File: src/rtl/bus_resp_pkg.sv
// Shared types for the bus responder: read FSM states and the posted-write buffer entry.
package bus_resp_pkg;

  localparam int ADDR_W_DEF = 16;
  localparam int DATA_W     = 8;

  typedef enum logic [2:0] {
    IDLE,
    RD_DRAIN,
    RD_REQ,
    RD_WAIT,
    RD_DONE
  } state_t;

  // Entry address field is sized for ADDR_W_DEF; the responder is built with ADDR_W <= ADDR_W_DEF.
  typedef struct packed {
    logic [ADDR_W_DEF-1:0] addr;
    logic [DATA_W-1:0]     data;
  } wbuf_entry_t;

endpackage

File: src/rtl/bus_resp_wbuf.sv
// Posted-write FIFO for the bus responder; with BUS_RESP_WRITE_FWD_EN it also reports the
// youngest buffered entry whose address matches look_addr.
module bus_resp_wbuf
  import bus_resp_pkg::*;
#(
  parameter int ADDR_W = ADDR_W_DEF,
  parameter int DEPTH  = 4
) (
  input  logic              clk,
  input  logic              rst,
  input  logic              push,
  input  logic [ADDR_W-1:0] push_addr,
  input  logic [DATA_W-1:0] push_data,
  input  logic              pop,
  output logic              full,
  output logic              empty,
  output logic [ADDR_W-1:0] head_addr,
  output logic [DATA_W-1:0] head_data
`ifdef BUS_RESP_WRITE_FWD_EN
  ,
  input  logic [ADDR_W-1:0] look_addr,
  output logic              hit,
  output logic [DATA_W-1:0] hit_data
`endif
);

  localparam int PW = $clog2(DEPTH);

  wbuf_entry_t   entries [DEPTH];
  logic [PW-1:0] rd_ptr;
  logic [PW-1:0] wr_ptr;
  logic [PW:0]   count;
  logic          pop_ok;
  logic          push_ok;

  assign full      = (count == (PW+1)'(DEPTH));
  assign empty     = (count == '0);
  assign pop_ok    = pop && !empty;
  // A push into a full buffer is accepted when the head leaves on the same edge.
  assign push_ok   = push && (!full || pop_ok);
  assign head_addr = ADDR_W'(entries[rd_ptr].addr);
  assign head_data = entries[rd_ptr].data;

  always_ff @(posedge clk) begin
    if (rst) begin
      rd_ptr <= '0;
      wr_ptr <= '0;
      count  <= '0;
    end else begin
      if (push_ok) wr_ptr <= wr_ptr + 1'b1;
      if (pop_ok)  rd_ptr <= rd_ptr + 1'b1;
      case ({push_ok, pop_ok})
        2'b10:   count <= count + 1'b1;
        2'b01:   count <= count - 1'b1;
        default: count <= count;
      endcase
    end
  end

  always_ff @(posedge clk) begin
    if (push_ok) entries[wr_ptr] <= '{addr: ADDR_W_DEF'(push_addr), data: push_data};
  end

`ifdef BUS_RESP_WRITE_FWD_EN
  logic [PW-1:0] idx;

  // Walk oldest to youngest so the last match wins.
  always_comb begin
    hit      = 1'b0;
    hit_data = '0;
    idx      = rd_ptr;
    for (int i = 0; i < DEPTH; i++) begin
      idx = rd_ptr + PW'(i);
      if (((PW+1)'(i) < count) && (ADDR_W'(entries[idx].addr) == look_addr)) begin
        hit      = 1'b1;
        hit_data = entries[idx].data;
      end
    end
  end
`endif

endmodule

File: src/rtl/bus_responder.sv
// Memory-side responder for the core bus: posted writes, RDY-stalled reads, one backing port.
// Optional feature macro: BUS_RESP_WRITE_FWD_EN (read forwarding from the write buffer).
module bus_responder
  import bus_resp_pkg::*;
#(
  parameter int ADDR_W     = ADDR_W_DEF,
  parameter int WBUF_DEPTH = 4,
  parameter int MIN_WAIT   = 0
) (
  input  logic              PHI0,
  input  logic              RES,
  input  logic              CYC,
  input  logic [ADDR_W-1:0] A,
  input  logic              RnW,
  input  logic [DATA_W-1:0] DB_in,
  output logic [DATA_W-1:0] DB_out,
  output logic              RDY,
  output logic              WB_OVF,
  output logic              mem_req,
  output logic              mem_we,
  output logic [ADDR_W-1:0] mem_addr,
  output logic [DATA_W-1:0] mem_wdata,
  input  logic              mem_ack,
  input  logic [DATA_W-1:0] mem_rdata
);

  state_t            state;
  state_t            state_next;
  logic [ADDR_W-1:0] rd_addr;
  logic [DATA_W-1:0] rd_data;
  logic [3:0]        wait_cnt;
  logic              wb_full;
  logic              wb_empty;
  logic [ADDR_W-1:0] head_addr;
  logic [DATA_W-1:0] head_data;
  logic              push;
  logic              pop;
  logic              accept_rd;
  logic              rd_go;
  logic              drain_go;
  logic              done_go;
  logic              fwd_hit;
  logic [DATA_W-1:0] fwd_data;

  bus_resp_wbuf #(
    .ADDR_W (ADDR_W),
    .DEPTH  (WBUF_DEPTH)
  ) u_wbuf (
    .clk       (PHI0),
    .rst       (RES),
    .push      (push),
    .push_addr (A),
    .push_data (DB_in),
    .pop       (pop),
    .full      (wb_full),
    .empty     (wb_empty),
    .head_addr (head_addr),
    .head_data (head_data)
`ifdef BUS_RESP_WRITE_FWD_EN
    ,
    .look_addr (A),
    .hit       (fwd_hit),
    .hit_data  (fwd_data)
`endif
  );

`ifdef BUS_RESP_WRITE_FWD_EN
  localparam bit FWD_EN = 1'b1;
`else
  localparam bit FWD_EN = 1'b0;
  assign fwd_hit  = 1'b0;
  assign fwd_data = '0;
`endif

  always_ff @(posedge PHI0) begin
    if (RES) state <= IDLE;
    else     state <= state_next;
  end

  always_comb begin
    push      = CYC && !RnW;
    pop       = mem_req && mem_we && mem_ack;
    accept_rd = CYC && RnW && RDY;
    // Forwarding makes a missed read alias-free, so it may overtake buffered writes.
    rd_go     = (state == RD_DRAIN) && !mem_req && (FWD_EN || wb_empty);
    drain_go  = !mem_req && !wb_empty && !rd_go && !(FWD_EN && accept_rd && !fwd_hit);

    state_next = state;
    unique case (state)
      IDLE, RD_DONE: begin
        state_next = IDLE;
        if (accept_rd) state_next = fwd_hit ? RD_WAIT : RD_DRAIN;
      end
      RD_DRAIN: if (rd_go) state_next = RD_REQ;
      RD_REQ:   if (mem_req && mem_ack) state_next = (MIN_WAIT == 0) ? RD_DONE : RD_WAIT;
      RD_WAIT:  if (wait_cnt == '0) state_next = RD_DONE;
      default:  state_next = IDLE;
    endcase
    done_go = (state_next == RD_DONE);
  end

  // Control and core/memory-facing outputs.
  always_ff @(posedge PHI0) begin
    if (RES) begin
      RDY       <= 1'b1;
      DB_out    <= '0;
      WB_OVF    <= 1'b0;
      mem_req   <= 1'b0;
      mem_we    <= 1'b0;
      mem_addr  <= '0;
      mem_wdata <= '0;
    end else begin
      if (accept_rd) RDY <= 1'b0;
      if (done_go) begin
        RDY    <= 1'b1;
        DB_out <= (state == RD_REQ) ? mem_rdata : rd_data;
      end
      if (push && wb_full && !pop) WB_OVF <= 1'b1;
      if (mem_req && mem_ack) mem_req <= 1'b0;
      if (rd_go) begin
        mem_req  <= 1'b1;
        mem_we   <= 1'b0;
        mem_addr <= rd_addr;
      end else if (drain_go) begin
        mem_req   <= 1'b1;
        mem_we    <= 1'b1;
        mem_addr  <= head_addr;
        mem_wdata <= head_data;
      end
    end
  end

  // Read address/data capture and slow-ROM wait counter.
  always_ff @(posedge PHI0) begin
    if (accept_rd) begin
      rd_addr  <= A;
      rd_data  <= fwd_data;
      wait_cnt <= '0;
    end
    if ((state == RD_REQ) && mem_req && mem_ack) begin
      rd_data  <= mem_rdata;
      wait_cnt <= 4'(MIN_WAIT - 1);
    end else if (state == RD_WAIT) begin
      wait_cnt <= wait_cnt - 1'b1;
    end
  end

endmodule
File: config.mk
export PLATFORM = sky130hd
export DESIGN_NAME = bus_responder
export DESIGN_NICKNAME = d
export VERILOG_FILES = /design/src/rtl/bus_resp_pkg.sv /design/src/rtl/bus_resp_wbuf.sv /design/src/rtl/bus_responder.sv
export SDC_FILE = /design/constraint.sdc
export NUM_CORES = 1
export LEC_CHECK = 0
export CAP_MARGIN = 20
export CORE_MARGIN = 2
export CORE_UTILIZATION = 30
export CTS_CLUSTER_DIAMETER = 50
export CTS_CLUSTER_SIZE = 25
export DETAILED_ROUTE_END_ITERATION = 8
export GPL_ROUTABILITY_DRIVEN = 0
export HOLD_SLACK_MARGIN = 0.05
export PLACE_DENSITY = 0.49
export SYNTH_ARGS = -nofsm -noshare
export SYNTH_HDL_FRONTEND = slang
export SYNTH_SLANG_ARGS = --single-unit
File: constraint.sdc
create_clock -name PHI0 -period 6.7 [get_ports PHI0]
set_input_delay 1.005 -clock PHI0 [delete_from_list [all_inputs] [get_ports PHI0]]
set_output_delay 1.005 -clock PHI0 [all_outputs]
set_load 0.02 [all_outputs]
==> impl_metrics.csv, run 1 <==
group,metric,value,unit
status,status,"finished clean",
die,coreArea,0.0218,mm²
worst_setup_path,crit_fanout,13,
final_layout,drive_gt1_share,15.9,%
timing,setup_ws,3.45,ns
worst_setup_path,required,6.82,ns
clocking,cts_setup_buffers,0,
worst_setup_path,critPathKind,"in -> reg",
die,io_pins,73,
pwr,ir_worst_vdd,0.173,mV
clocking,clockRootBuffer,"clkbuf_16",
grt,grt_max_degree,48,
timing,period_needed,3.25,ns
logic_synthesis,syn_area,0.00662,mm²
pwr,finalPower,2.46,mW
worst_setup_path,startpoint_type,"input pin",
timing,setup_viol,0,
clocking,cts_max_level,4,
grt,grt_pass1_wl,21200,µm
final_layout,fin_cells,784,
timing,max_freq,308,MHz
worst_setup_path,crit_path_top_delay_cell,"a311oi_2",
clocking,cts_buffers,17,
die,dieWidth,153,µm
place,place_ws,2.99,ns
grt,grt_use_total,12.1,%
route,antenna_left,0,
final_layout,fin_area,0.00825,mm²
logic_synthesis,synth_cell_types,45,
hold_path,min_path_type,"reg -> reg",
grt,antenna_found_initial,0,
timing,period_share,48.5,%
clocking,cts_hold_buf,0,
final_layout,nFillCells,2034,
pwr,p_leak,2.67,nW
timing,fin_tns_setup,0,ns
place,io_buffers,72,
grt,use_met2,20.6,%
place,place_inst,751,
route,viasPerCell,4.62,
timing,relSlewSlack,33.5,%
grt,grt_pass1_vias,3798,
worst_setup_path,cp_slowest_stage_delay,0.67,ns
worst_setup_path,worstPathCellList,"clkdlybuf4s50_1, nand3_1, a311oi_2, and2_1, buf_4",
die,initial_core_util,30.4,%
clocking,cts_tree,"yes",
final_layout,areaGrowthSynthToFinish,24.8,%
logic_synthesis,syn_nets,458,
clocking,cts-resized-gates,0,
place,hpwl,8680,µm
route,routed_wl,13500,µm
grt,grt-ovfl-total,0,
clocking,cts_sinks,172,
die,die_area,0.0233,mm²
worst_setup_path,cp_top_family,"buffers and inverters",
timing,slew_violations,0,
clocking,clock_latency,0.43,ns
place,dpl_cell_area,0.00762,mm²
grt,grt.busiest_layer,"met2",
timing,rsz0062_at_grt,"no",
final_layout,final_common_cell,"edfxtp_1",
timing,timing_worst_slew_pin_value,0.995,ns
route,initialDrtViolationCount,143,
route,drc,0,
clocking,cts.clk_slew.worst_paths,0.06,ns
logic_synthesis,avgSynthCellArea,16.0,µm²
die,fp.dieH,153,µm
grt,grt_util_met3,3.41,%
route,post_drt_wl_per_cell,17.3,µm
logic_synthesis,netlist_instances,413,
final_layout,nNetsFinal,536,
worst_setup_path,setup.worst_path.end_class,"flip-flop",
route,num_vias,3619,
final_layout,n_antenna_cell,0,
pwr,p_per_area,299,mW/mm²
logic_synthesis,ys_seq_area_share,70.2,%
flow_run,maxCapViolations,0,
timing,final.setup_skew,0.00819,ns
clocking,clockBufferDepth,2,
worst_setup_path,timing.critical_path.buf_inv,2,
final_layout,fin_util,37.9,%
die,rows,54,
route,drt_pass1_iterations,6,
worst_setup_path,arrival,3.37,ns
timing,hold_ws,0.455,ns
grt,globalRouteMet1Util,14.6,%
logic_synthesis,yosys_register_bits,172,
logic_synthesis,yosys_warnings,0,
timing,hold_viol,0,
final_layout,mostFrequentLayoutCells,"edfxtp_1, clkdlybuf4s50_1, dfxtp_1",
logic make-up (layout without fill, tap and decap cells):
logic type	Yosys count	after routing	synth area share [%]
xor gates and xnor gates	5	5	0.662
muxes	49	49	12.0
buffers and inverters	31	122	2.33
adders and majority gates	8	8	1.63
AOI/OAI and AO/OA	51	51	6.28
and+or+nand+nor	97	97	6.96
DFF	172	172	70.2
power breakdown:
group | total, mW | internal [mW] | switching [mW]
Combinational | 0.244 | 0.109 | 0.135
Sequential | 1.21 | 1.18 | 0.0251
Clock | 1.01 | 0.592 | 0.419
flip-flops by register name, indices dropped and copies added, names as in the netlist, named ones only:
| signal | cells |
|---|---|
| rd_addr | 16 |
| state | 3 |
| u_wbuf.rd_ptr | 2 |
| mem_req | 1 |
| WB_OVF | 1 |
| u_wbuf.entries | 96 |
| u_wbuf.count | 3 |
| mem_addr | 16 |
| RDY | 1 |
| rd_data | 8 |
| u_wbuf.wr_ptr | 2 |
| mem_we | 1 |
| wait_cnt | 4 |
| mem_wdata | 8 |
| DB_out | 8 |
synth_stat cells, drive strengths merged:
cell	number	area, µm²
o211ai	4	30.0
fa	1	20.0
inv	11	41.3
a41oi	1	8.76
xnor2	3	26.3
nor3	6	30.0
a211oi	24	220
or2	1	6.26
ha	7	87.6
nor3b	1	7.51
nand2	22	82.6
or3	1	6.26
edfxtp	120	3600
mux2i	25	250
a311oi	1	15.0
a211o	1	8.76
or2b	1	7.51
o21ai	3	15.0
buf	11	78.8
a21oi	11	58.8
nor2	42	158
nor4	1	12.5
or3b	3	28.8
and3b	1	8.76
and2	12	75.1
o21a	1	7.51
dfxtp	52	1040
o22ai	2	26.3
xor2	2	17.5
nand3	3	15.0
nand3b	1	7.51
mux4	24	541
a221oi	2	17.5
nor2b	2	15.0
clkbuf	9	33.8
a22oi	1	7.51
final cells by class:
type                       count  area [µm²]  area share (%)
timing repair buffer          79         781            9.46
inverter                      11        41.3           0.500
tap                          280         350            4.24
sequential                   172        4650            56.3
clock buffer                  17         425            5.15
clock inverter                15         185            2.24
multi-input combinational    210        1830            22.1
worst min-delay path, delay by kind of cell, from the launching register on:
kind | cells | cell delay (ns)
AO/OA/AOI/OAI | 1 | 0.05
flip-flops | 1 | 0.31
AND/OR/NAND/NOR | 1 | 0.05
path summary, 6_finish.rpt:
| kind | startpoint | to | slack (ns) | cells past startpoint |
|---|---|---|---|---|
| worst min-delay path | mem_wdata[3] | mem_wdata[3] | 0.46 | 2 |
| worst max register to register | mem_req | u_wbuf.entries[0][22] | 3.99 | 4 |
| worst min register to register | mem_wdata[3] | mem_wdata[3] | 0.46 | 2 |
| worst max-delay path | mem_ack | u_wbuf.entries[0][22] | 3.45 | 5 |
layer usage:
layer	wire, µm	part of all wire (%)
met4	165	1.2
met5	0	0
met1	5980	44
met3	477	3.5
met2	6900	51
(Power assumes the default switching activity.)
==> inputs of run 2 (changes only) <==
--- a/config.mk
+++ b/config.mk
@@ -13,7 +13,7 @@
 export DETAILED_ROUTE_END_ITERATION = 8
 export GPL_ROUTABILITY_DRIVEN = 0
 export HOLD_SLACK_MARGIN = 0.05
-export PLACE_DENSITY = 0.49
+export PLACE_DENSITY = 0.51
 export SYNTH_ARGS = -nofsm -noshare
 export SYNTH_HDL_FRONTEND = slang
 export SYNTH_SLANG_ARGS = --single-unit
==> constraint.sdc (replaced) <==
create_clock -name PHI0 -period 2.9 [get_ports PHI0]
set_input_delay 0.435 -clock PHI0 [delete_from_list [all_inputs] [get_ports PHI0]]
set_output_delay 0.435 -clock PHI0 [all_outputs]
set_load 0.02 [all_outputs]
==> impl_metrics.csv, run 2 (synthesis results as in run 1) <==
group,metric,value,unit
status,status,"finished clean",
timing,max_freq,427,MHz
grt,grt_use_total,12.0,%
final_layout,mostFrequentLayoutCells,"edfxtp_1, clkdlybuf4s50_1, dfxtp_1",
flow_run,maxCapViolations,0,
clocking,cts_tree,"yes",
timing,timing_worst_slew_pin_value,0.726,ns
clocking,clockRootBuffer,"clkbuf_16",
worst_setup_path,worstPathCellList,"nand3_1, nor2_1, ha_1, inv_1, fa_1, xor2_1, or3_1, a21oi_1",
grt,grt_pass1_vias,3755,
route,wl_met2,6640,µm
grt,grt_max_degree,33,
timing,final.setup_skew,0.00835,ns
worst_setup_path,crit_fanout,9,
pwr,finalPower,5.58,mW
route,viasPerCell,4.65,
pwr,seqPwrFrac,50.0,%
clocking,cts_max_level,4,
route,initialDrtViolationCount,257,
clocking,cts_hold_buf,0,
die,fp.dieH,153,µm
final_layout,largest_reg_flops,96,
final_layout,final_common_cell,"edfxtp_1",
final_layout,fin_cells,791,
worst_setup_path,cp_top_family,"simple AND/OR/NAND/NOR gates",
clocking,cts.clk_slew.worst_paths,0.06,ns
route,post_drt_wl_per_cell,17.0,µm
pwr,p_per_area,674,mW/mm²
worst_setup_path,cp-startpoint,"mem_req",
pwr,internal_power,4.23,mW
timing,setup_ws,0.559,ns
worst_setup_path,critPathKind,"reg -> reg",
timing,fin_tns_setup,0,ns
clocking,clockBufferDepth,2,
hold_path,min_path_type,"reg -> reg",
route,drt_pass1_iterations,6,
die,initial_core_util,30.4,%
pwr,p_leak,2.70,nW
place,io_buffers,72,
worst_setup_path,crit_path_top_delay_cell,"dfxtp_1",
worst_setup_path,cp_slowest_stage_delay,0.52,ns
grt,grt-ovfl-total,0,
route,wl_met3,544,µm
place,place_inst,759,
grt,grt_pass1_wl,21100,µm
hold_path,min_from,"mem_wdata[2]",
final_layout,top_regs,"u_wbuf.entries x96, mem_addr x16, rd_addr x16",
die,io_pins,73,
timing,period_share,80.7,%
timing,relSlewSlack,51.4,%
worst_setup_path,timing.critical_path.buf_inv,1,
route,top_layer,"met4",
clocking,cts_sinks,172,
route,num_vias,3675,
timing,period_needed,2.34,ns
worst_setup_path,arrival,2.69,ns
route,met1_length,6060,µm
pwr,netSwitchingPower,1.36,mW
worst_setup_path,startpoint_type,"flip-flop",
timing,rsz0062_at_grt,"no",
timing,hold_ws,0.460,ns
final_layout,nNetsFinal,543,
die,die_area,0.0233,mm²
worst_setup_path,required,3.25,ns
final_layout,top_register,"u_wbuf.entries",
clocking,cts_buffers,17,
final_layout,nFillCells,2076,
grt,antenna_found_initial,0,
clocking,clock_latency,0.43,ns
pwr,ir_worst_vdd,0.370,mV
route,routed_wl,13400,µm
timing,setup_viol,0,
worst_setup_path,setup.worst_path.end_class,"flip-flop",
route,antenna_left,0,
pwr,switching_share,24.3,%
die,coreArea,0.0218,mm²
timing,hold_viol,0,
clocking,cts-resized-gates,0,
pwr,comb_power_share,10.3,%
route,drc,0,
final_layout,n_antenna_cell,0,
place,place_ws,0.161,ns
worst_setup_path,rr_startpoint,"mem_req",
place,hpwl,8550,µm
die,rows,54,
final_layout,areaGrowthSynthToFinish,25.2,%
final_layout,drive_gt1_share,17.0,%
clocking,cts_setup_buffers,0,
die,dieWidth,153,µm
timing,slew_violations,0,
pwr,clkPwrFrac,39.7,%
run 2: power by group through the flow:
| stage | sequential, mW | combinational [mW] | clock [mW] |
|---|---|---|---|
| global route | 2.80 | 0.628 | 2.39 |
| floorplan | 2.90 | 0.269 | 0 |
| detailed placement | 2.85 | 0.584 | 0 |
| finish | 2.79 | 0.575 | 2.21 |
| CTS | 2.79 | 0.587 | 2.29 |
| global placement | 2.84 | 0.574 | 0 |
run 2: stage by stage:
step / area (µm²) / utilization (%)
floorplan: 6620 / -
global placement: 7710 / 35.4
detailed placement: 7710 / 35.4
CTS: 8280 / 38.1
global route: 8280 / 38.1
finish: 8280 / 38.1
run 2: worst register-to-register path, cell delays in order, from the launching register on:
cell and delay [ns]:
dfxtp_1 0.52, nand3_1 0.25, nor2_1 0.23, ha_1 0.22, inv_1 0.06, fa_1 0.38, xor2_1 0.16, or3_1 0.31
a21oi_1 0.14
run 2: worst paths after layout:
kind / end / slack [ns] / depth (start not counted)
min: mem_wdata[2] / 0.46 / 2
max: u_wbuf.count[2] / 0.56 / 8
min reg2reg: mem_wdata[2] / 0.46 / 2
max reg2reg: u_wbuf.count[2] / 0.56 / 8
run 2: metal layers:
| layer | vias to the layer above | global-route usage [%] |
|---|---|---|
| met5 | - | 0 |
| met4 | 0 | 4.23 |
| met3 | 10 | 3.44 |
| met2 | 74 | 19.4 |
| met1 | 1854 | 15.6 |
| li1 | 1737 | - |
run 2: area by class of cell:
cell class	instances	area (µm²)	area share (%)
clock buffer	19	443	5.35
tap	280	350	4.23
timing repair buffer	86	846	10.2
inverter	11	41.3	0.499
clock inverter	13	130	1.57
sequential	172	4650	56.1
multi-input combinational	210	1830	22.0
==> inputs of run 3 (changes only) <==
--- a/config.mk
+++ b/config.mk
@@ -13,7 +13,7 @@
 export DETAILED_ROUTE_END_ITERATION = 8
 export GPL_ROUTABILITY_DRIVEN = 0
 export HOLD_SLACK_MARGIN = 0.05
-export PLACE_DENSITY = 0.51
+export PLACE_DENSITY = 0.49
 export SYNTH_ARGS = -nofsm -noshare
 export SYNTH_HDL_FRONTEND = slang
 export SYNTH_SLANG_ARGS = --single-unit
==> constraint.sdc (replaced) <==
create_clock -name PHI0 -period 2.3 [get_ports PHI0]
set_input_delay 0.345 -clock PHI0 [delete_from_list [all_inputs] [get_ports PHI0]]
set_output_delay 0.345 -clock PHI0 [all_outputs]
set_load 0.02 [all_outputs]
==> impl_metrics.csv, run 3 (synthesis results as in run 1) <==
group,metric,value,unit
worst_setup_path,required,2.65,ns
route,initialDrtViolationCount,147,
final_layout,final_common_cell,"edfxtp_1",
grt,grt_pass1_wl,22000,µm
flow_run,maxCapViolations,0,
die,initial_core_util,30.4,%
clocking,cts_hold_buf,0,
route,antenna_left,0,
clocking,clockRootBuffer,"clkbuf_16",
hold_path,min_from,"RES",
hold_path,min_path_type,"in -> reg",
clocking,cts_max_level,4,
worst_setup_path,arrival,2.50,ns
worst_setup_path,crit_fanout,6,
clocking,cts_buffers,17,
timing,hold_viol,0,
route,drc,0,
timing,setup_viol,0,
worst_setup_path,timing.critical_path.buf_inv,1,
hold_path,worst_hold_path.endpoint,"u_wbuf.count[0]",
timing,final.setup_skew,0.00947,ns
clocking,cts_tree,"yes",
pwr,ir_worst_vdd,0.457,mV
final_layout,fin_util,39.2,%
route,num_vias,3689,
timing,timing_worst_slew_pin_value,0.502,ns
clocking,clockBufferDepth,2,
final_layout,n_antenna_cell,0,
place,hpwl,9080,µm
grt,grt-ovfl-total,0,
worst_setup_path,cp_slowest_stage_delay,0.49,ns
worst_setup_path,worstReg2RegEnd,"u_wbuf.count[2]",
final_layout,mostFrequentLayoutCells,"edfxtp_1, clkdlybuf4s50_1, dfxtp_1",
timing,max_freq,465,MHz
pwr,finalPower,7.26,mW
grt,grt_use_total,12.4,%
place,place_inst,771,
worst_setup_path,critPathKind,"reg -> reg",
timing,period_share,93.5,%
worst_setup_path,rr_startpoint,"u_wbuf.count[2]",
final_layout,nNetsFinal,555,
clocking,cts_sinks,172,
route,post_drt_wl_per_cell,17.3,µm
timing,slew_violations,0,
status,status,"finished clean",
worst_setup_path,startpoint_type,"flip-flop",
hold_path,whs_path_depth,2,
die,fp.dieH,153,µm
route,drt_pass1_iterations,4,
grt,grt_max_degree,33,
timing,rsz0062_at_grt,"no",
die,rows,54,
timing,relSlewSlack,66.5,%
worst_setup_path,r2r_slack,0.15,ns
die,io_pins,73,
die,die_area,0.0233,mm²
grt,antenna_found_initial,0,
final_layout,top_regs,"u_wbuf.entries x96, mem_addr x16, rd_addr x16",
worst_setup_path,worstPathCellList,"nor3_2, nor2_1, ha_1, inv_1, fa_1, xor2_1, or3_1, a21oi_1",
pwr,p_leak,2.81,nW
die,coreArea,0.0218,mm²
final_layout,areaGrowthSynthToFinish,29.0,%
clocking,cts_setup_buffers,0,
worst_setup_path,ff2ff_path_depth,8,
final_layout,drive_gt1_share,19.9,%
place,io_buffers,72,
pwr,p_per_area,851,mW/mm²
clocking,clock_latency,0.43,ns
timing,period_needed,2.15,ns
timing,fin_tns_setup,0,ns
final_layout,largest_reg_flops,96,
final_layout,fin_cells,803,
die,dieWidth,153,µm
route,routed_wl,13900,µm
grt,grt_pass1_vias,3930,
worst_setup_path,cp_top_family,"simple AND/OR/NAND/NOR gates",
clocking,cts.clk_slew.worst_paths,0.06,ns
worst_setup_path,setup.worst_path.end_class,"flip-flop",
route,viasPerCell,4.59,
final_layout,top_register,"u_wbuf.entries",
worst_setup_path,crit_path_top_delay_cell,"dfxtp_1",
-- run 3: changes by cell type in the layout (fill, tap and decap cells not counted), moves of 2 or more --
cell       change
inv_6          -2
buf_4          +4
buf_12         +8
and2_1         -4
bufinv_16      +2
and2_2         +4
clkinv_4       +2
-- run 3: area by class of cell --
class	instances	area, µm²
Multi-Input combinational cell	210	1850
Inverter	11	41.3
Tap cell	280	350
Clock inverter	14	183
Timing Repair Buffer	98	1040
Sequential cell	172	4650
Fill cell	2045	13200
Clock buffer	18	429
-- run 3: repair_timing --
item | in CTS | in global routing
resized for setup | 1 | 0
endpoints found under the hold margin | 0 | 0
endpoints found under the setup margin | 1 | 0
-- run 3: routing by layer --
metal | share of wire (%) | vias to the layer above | track usage, % | wire (µm)
met5 | 0 | - | 0 | 0
met4 | 1.7 | 0 | 4.76 | 232
met3 | 3.9 | 17 | 2.90 | 544
met2 | 47 | 73 | 20.0 | 6580
met1 | 47 | 1839 | 16.3 | 6510
li1 | - | 1760 | - | -
-- run 3: worst max path at each step --
| stage | from | end | slack [ns] | cells past startpoint |
|---|---|---|---|---|
| final | u_wbuf.count[2] | u_wbuf.count[2] | 0.15 | 8 |
| after global routing | u_wbuf.count[2] | u_wbuf.count[2] | 0.04 | 8 |
| after CTS | u_wbuf.count[2] | u_wbuf.count[2] | 0.15 | 8 |
| after detailed placement | mem_ack | u_wbuf.count[2] | -0.26 | 9 |
| after global placement | mem_ack | u_wbuf.count[2] | -0.14 | 9 |
| after floorplan | mem_req | u_wbuf.count[2] | 0.06 | 9 |
-- run 3: per-stage QoR --
stage | cell area (µm²) | hold WS [ns] | worst slack [ns]
after floorplan | 6630 | 0.444 | 0.0574
after detailed placement | 7920 | 0.450 | -0.256
after CTS | 8530 | 0.314 | 0.152
after global routing | 8530 | 0.328 | 0.0412
after global placement | 7920 | 0.454 | -0.144
final | 8530 | 0.319 | 0.149
-- run 3: worst reg2reg max path, stage by stage (launching register included) --
cell and delay (ns):
dfxtp_1 0.49, nor3_2 0.15, nor2_1 0.17, ha_1 0.20, inv_1 0.06, fa_1 0.38
xor2_1 0.16, or3_1 0.31, a21oi_1 0.15
-- run 3: where the power goes --
part / internal (mW) / leakage, nW / total, mW / switching [mW]
Clock: 1.74 / 0.300 / 2.98 / 1.24
Sequential: 3.45 / 1.53 / 3.52 / 0.0652
Combinational: 0.353 / 0.984 / 0.770 / 0.417
